$ cat config.mk
export PLATFORM = sky130hd
export DESIGN_NAME = intra4x4_mode_sched
export DESIGN_NICKNAME = d
export VERILOG_FILES = /design/src/rtl/intra4x4_mode_sched.sv
export SDC_FILE = /design/constraint.sdc
export NUM_CORES = 1
export LEC_CHECK = 0
export CORE_MARGIN = 4
export CORE_UTILIZATION = 46
export CTS_BUF_LIST = sky130_fd_sc_hd__clkbuf_8
export CTS_CLUSTER_SIZE = 25
export DETAILED_ROUTE_END_ITERATION = 16
export GPL_ROUTABILITY_DRIVEN = 1
export HOLD_SLACK_MARGIN = 0.02
export PLACE_DENSITY = 0.66
export SLEW_MARGIN = 20
export SYNTH_ARGS = -nofsm -noshare
export SYNTH_HDL_FRONTEND = slang
export SYNTH_SLANG_ARGS = --single-unit
$ cat constraint.sdc
create_clock -name clk -period 7.4 [get_ports clk]
set_clock_uncertainty 0.15 [all_clocks]
set_input_delay 1.11 -clock clk [delete_from_list [all_inputs] [get_ports clk]]
set_output_delay 1.11 -clock clk [all_outputs]
set_load 0.01 [all_outputs]
$ cat src/rtl/intra4x4_mode_sched.sv
// Intra 4x4 luma mode scheduler: issues the 16 blocks of a macroblock in
// double-Z order, collects the chosen modes, predicts each mode from its
// left/top neighbours and emits the prev-flag / rem-mode pair for entropy coding.
module intra4x4_mode_sched #(
  parameter int MB_W_MAX = 120,
  parameter int MBX_W    = 7,
  parameter int MBY_W    = 7
) (
  input  logic             clk,
  input  logic             rst,
  input  logic             mb_start,
  input  logic [MBX_W-1:0] mb_x,
  input  logic [MBY_W-1:0] mb_y,
  output logic             mb_busy,
  output logic             mb_done,
  output logic             blk_valid,
  input  logic             blk_ready,
  output logic [3:0]       blk_idx,
  output logic [3:0]       blk_x,
  output logic [3:0]       blk_y,
  output logic             mbAddrA_valid,
  output logic             mbAddrB_valid,
  input  logic             res_valid,
  input  logic [3:0]       res_mode,
  output logic             res_ready,
  output logic             mode_valid,
  output logic             prev_flag,
  output logic [2:0]       rem_mode
);

  localparam logic [2:0] S_IDLE  = 3'd0;
  localparam logic [2:0] S_ISSUE = 3'd1;
  localparam logic [2:0] S_WAIT  = 3'd2;
  localparam logic [2:0] S_CODE  = 3'd3;
  localparam logic [2:0] S_FLUSH = 3'd4;

  localparam int LB_N  = MB_W_MAX * 4;
  localparam int LB_AW = $clog2(LB_N);

  logic [2:0]       state_q, state_d;
  logic [3:0]       blk_idx_q, blk_idx_d;
  logic [MBX_W-1:0] mb_x_q, mb_x_d;
  logic [MBY_W-1:0] mb_y_q, mb_y_d;
  logic [3:0]       res_mode_q, res_mode_d;
  // Mode array is indexed in raster order {row, col} of 4x4 blocks.
  logic [3:0]       mode_arr_q [16];
  logic [3:0]       mode_arr_d [16];
  logic [3:0]       left_q [4];
  logic [3:0]       left_d [4];
  logic [3:0]       linebuf_q [LB_N];
  logic             lb_we;

  logic [1:0]       bx, by, bx_m1, by_m1;
  logic [LB_AW-1:0] lb_base;
  logic             avail_a, avail_b;
  logic [3:0]       mode_a, mode_b, pred;
  logic             prev_c;
  logic [2:0]       rem_c;

  // Neighbour lookup and mode prediction for the block currently in flight
  always_comb begin
    bx      = {blk_idx_q[2], blk_idx_q[0]};
    by      = {blk_idx_q[3], blk_idx_q[1]};
    bx_m1   = bx - 2'd1;
    by_m1   = by - 2'd1;
    lb_base = LB_AW'({mb_x_q, 2'b00});
    avail_a = (bx != 2'd0) || (mb_x_q != '0);
    avail_b = (by != 2'd0) || (mb_y_q != '0);
    mode_a  = (bx != 2'd0) ? mode_arr_q[{by, bx_m1}] : left_q[by];
    mode_b  = (by != 2'd0) ? mode_arr_q[{by_m1, bx}] : linebuf_q[lb_base + LB_AW'(bx)];
    if (avail_a && avail_b)
      pred = (mode_a < mode_b) ? mode_a : mode_b;
    else
      pred = 4'd2;
    prev_c = (res_mode_q == pred);
    // Above pred the low three bits minus one also map mode 8 onto 7.
    if (prev_c)
      rem_c = 3'd0;
    else if (res_mode_q < pred)
      rem_c = res_mode_q[2:0];
    else
      rem_c = res_mode_q[2:0] - 3'd1;
  end

  // Output decode from the current state
  always_comb begin
    mb_busy       = (state_q != S_IDLE);
    blk_valid     = (state_q == S_ISSUE);
    res_ready     = (state_q == S_WAIT);
    mode_valid    = (state_q == S_CODE);
    mb_done       = (state_q == S_FLUSH);
    prev_flag     = (state_q == S_CODE) && prev_c;
    rem_mode      = (state_q == S_CODE) ? rem_c : 3'd0;
    blk_idx       = blk_idx_q;
    blk_x         = {bx, 2'b00};
    blk_y         = {by, 2'b00};
    mbAddrA_valid = mb_busy && avail_a;
    mbAddrB_valid = mb_busy && avail_b;
  end

  // Scheduler FSM and mode storage next-state
  always_comb begin
    state_d    = state_q;
    blk_idx_d  = blk_idx_q;
    mb_x_d     = mb_x_q;
    mb_y_d     = mb_y_q;
    res_mode_d = res_mode_q;
    mode_arr_d = mode_arr_q;
    left_d     = left_q;
    lb_we      = 1'b0;
    case (state_q)
      S_IDLE: begin
        if (mb_start) begin
          mb_x_d    = mb_x;
          mb_y_d    = mb_y;
          blk_idx_d = 4'd0;
          state_d   = S_ISSUE;
        end
      end
      S_ISSUE: begin
        if (blk_ready) state_d = S_WAIT;
      end
      S_WAIT: begin
        if (res_valid) begin
          res_mode_d = res_mode;
          state_d    = S_CODE;
        end
      end
      S_CODE: begin
        mode_arr_d[{by, bx}] = res_mode_q;
        if (blk_idx_q == 4'd15) begin
          state_d = S_FLUSH;
        end else begin
          blk_idx_d = blk_idx_q + 4'd1;
          state_d   = S_ISSUE;
        end
      end
      S_FLUSH: begin
        for (int r = 0; r < 4; r++) left_d[r] = mode_arr_q[4'(r * 4 + 3)];
        lb_we   = 1'b1;
        state_d = S_IDLE;
      end
      default: state_d = S_IDLE;
    endcase
  end

  // Control and mode-storage registers
  always_ff @(posedge clk) begin
    if (rst) begin
      state_q    <= S_IDLE;
      blk_idx_q  <= 4'd0;
      mb_x_q     <= '0;
      mb_y_q     <= '0;
      res_mode_q <= 4'd0;
      for (int i = 0; i < 16; i++) mode_arr_q[i] <= 4'd0;
      for (int r = 0; r < 4; r++) left_q[r] <= 4'd0;
    end else begin
      state_q    <= state_d;
      blk_idx_q  <= blk_idx_d;
      mb_x_q     <= mb_x_d;
      mb_y_q     <= mb_y_d;
      res_mode_q <= res_mode_d;
      mode_arr_q <= mode_arr_d;
      left_q     <= left_d;
      if (state_q == S_WAIT && res_valid)
        assert (res_mode <= 4'd8);
    end
  end

  // Top-mode line buffer: bottom row of the finished MB, no reset
  always_ff @(posedge clk) begin
    if (lb_we && !rst)
      for (int c = 0; c < 4; c++)
        linebuf_q[lb_base + LB_AW'(c)] <= mode_arr_q[4'(12 + c)];
  end

endmodule

==> results.cfg <==
[status]
status = finished clean

[sta]
rsz0062_at_grt = false
slew_violations = 0
period_minus_slack_ps = 6710
clock.fmax_mhz = 149
fin_crit_sh_pct = 90.6
max_slew.worst_pin.slew_ps = 1010
hold_viol_final = 0
setup_viol = 0
fin_setup_tns_ps = 0
setup_slack_ps = 695
slew-limit-headroom_pct = 32.9

[routing]
ant_nets = 0
dr.pass1.iters = 5
avgViaCountPerCell = 5.74
wl_per_cell_um = 17.8
totalWireLength_um = 12700
drt_iter0_markers = 431
drc_errors = 0
vias = 4072

[worst_setup_path]
r2r-end = blk_idx[2]
critPathSlowestCell = ha_1
cp_cell_sequence = inv_1 -> ha_1 -> mux4_2 -> mux4_2 -> mux2_2 -> ha_1 -> inv_1 -> a211oi_1 -> a31oi_2 -> mux2i_1 -> ha_1 -> nor2b_1 -> o21a_1 -> o21a_1 -> nor2_1 -> nor2b_1 -> a211oi_1 -> clkdlybuf4s50_1
reg2reg_slack_ps = 5150
start_kind = register
crit_end = rem_mode[1]
slowest_delay_ps = 730
timing.critical_path.from = blk_idx[2]
cp_common_cell = ha_1
worstSetupPathType = reg2out
reg2reg_from = blk_idx[0]
cp_max_fo = 16
cp.arrival_ps = 5450
reg2reg_depth = 7
crit_required_ps = 6140
critPathCaptureType = output pin

[grt]
grt_pass1_vias = 3813
grt_max_degree = 98
grtUsageTotal_pct = 20.1
grt_overflow = 0
grt_pass1_wl_um = 20400
antenna_found_initial = 0

[logic_synthesis]
yosysSeqAreaShare_pct = 37.6
netlist_top_cells_area = dfxtp_1 38%, mux4_2 14%, mux2i_1 9.5%
synth_area_mm2 = 0.00516
synth_top_area_cell = dfxtp_1
syn_area_per_cell_um2 = 9.36
synthCells = 551
synth_seq_cells = 97
synthDistinctLibCells = 41
synth_top_cell_area_share_pct = 37.6
yosysWarnings = 0

[clock_network]
cts-root-buf = clkbuf_8
cts_hold_buf = 0
clk_path_buf_depth = 2
htree_levels = 3
path_clk_slew_ps = 90
clock_latency_ps = 380
cts_tree = done
cts_resized = 0
cts_buffers = 9
clock_sinks = 97
cts_setup_buffers = 0

[die]
die_h_um = 114
ios = 46
start_util_pct = 47.4
core_mm2 = 0.0109
row_count = 38
die_area_mm2 = 0.0130
fp.dieW_um = 114

[final_layout]
area_delta_synth_final_pct = 12.6
final_cell_mix = 128 x nor2_1, 96 x dfxtp_1, 55 x a21oi_1, 49 x mux2i_1, 40 x clkdlybuf4s50_1
final_util_pct = 53.4
antenna_cells = 0
final_common_cell = nor2_1
drive_gt1_share_pct = 10.9
final_nets = 607

[worst_hold_path]
min_path_type = reg2reg

[placed_design]
portBuffers = 41
dp_hpwl_um = 8740
dp_slack_ps = 1090
routabilityCongestion = 0.841

[power_and_ir_drop]
p_total_w = 0.00104
vdd_ir_drop_max_uv = 78.1
p_leak_nw = 2.26
p_per_area_mw_per_mm2 = 179

[job]
max-cap-violations = 0
-- registers in the layout, indices dropped and copies added (netlist names) --
register    flops
blk_idx         4
left_q          8
mb_x_q          7
mb_y_q          7
mode_arr_q     64
res_mode_q      4
state_q         3
-- worst min-delay path by stage --
| stage | startpoint | to | slack (ps) | cells past startpoint |
|---|---|---|---|---|
| floorplan | mb_x_q[6] | mb_x_q[6] | 280 | 2 |
| global placement | mb_y_q[5] | mb_y_q[5] | 290 | 2 |
| detailed placement | mb_x_q[5] | mb_x_q[5] | 300 | 2 |
| CTS | mb_x_q[5] | mb_x_q[5] | 310 | 2 |
| global route | mb_y_q[2] | mb_y_q[2] | 330 | 2 |
| finish | mb_x_q[5] | mb_x_q[5] | 310 | 2 |
-- synth_stat cells --
library cell,n
nor3_1,5
nor2_1,128
o211a_1,1
a31oi_2,1
clkbuf_1,26
mux4_2,33
a311oi_2,1
xor2_1,1
xnor2_1,1
mux2i_1,49
conb_1,1
nor4_1,3
and3_1,1
nand4_1,2
a21oi_1,55
nor2b_1,4
ha_1,18
o21ai_0,5
and4b_1,2
buf_1,3
and2_0,1
buf_4,9
a41oi_1,1
nand2_1,38
or3_1,2
buf_6,1
nand3b_1,1
and2_1,2
dfxtp_1,97
nand3_1,17
mux4_1,4
nor3b_1,2
mux2_2,4
buf_2,6
a2111oi_0,2
inv_1,9
o21ai_2,1
o21a_1,2
nand2b_1,4
a211oi_1,6
clkinv_1,2
-- power by group --
group          switching [W]  internal, W
Combinational      0.0000522    0.0000422
Clock               0.000188     0.000221
Sequential        0.00000651     0.000529
-- metrics by stage --
stage / instance area (um^2) / std cells / hold WS [ps]
after floorplan: 5170 / 554 / 282
after global placement: 5580 / 695 / 293
after detailed placement: 5580 / 695 / 302
after CTS: 5810 / 710 / 314
after global routing: 5810 / 710 / 334
final: 5810 / 710 / 315
-- metal layers --
| metal | GRT usage [%] | wire length [um] | up-vias |
|---|---|---|---|
| met4 | 6.97 | 211 | 0 |
| met5 | 0 | 0 | - |
| li1 | - | - | 1953 |
| met3 | 4.40 | 806 | 15 |
| met1 | 26.7 | 5570 | 1982 |
| met2 | 32.5 | 6070 | 122 |
-- kinds of logic (layout without fill, tap and decap cells) --
| logic type | count (synthesis) | count (layout) | share of synthesized area (%) |
|---|---|---|---|
| AOI/OAI and AO/OA | 75 | 75 | 8.39 |
| xor gates and xnor gates | 2 | 2 | 0.340 |
| adders and majority gates | 18 | 18 | 4.37 |
| buffers and inverters | 56 | 72 | 5.02 |
| DFF | 97 | 97 | 37.6 |
| muxes | 90 | 90 | 26.8 |
| other | 1 | 4 | 0.0727 |
| and+or+nand+nor | 212 | 212 | 17.3 |
-- worst max-delay path: cells and delay by family, from the launching register on --
family          cells  cell delay (ps)
fa+ha+maj           3             1310
simple gates        3              380
compound gates      5             1020
buf+inv             3              680
flops               1              340
mux                 4             1320
-- cell type report --
type / instances / area [um^2]
clock buffer: 9 / 124
clock inverter: 6 / 109
fill: 997 / 5080
inverter: 11 / 41.3
multi-input combinational: 401 / 2970
sequential: 97 / 1940
tap: 140 / 175
timing repair buffer: 46 / 443
Note: power is estimated with default switching activity, not from simulation.
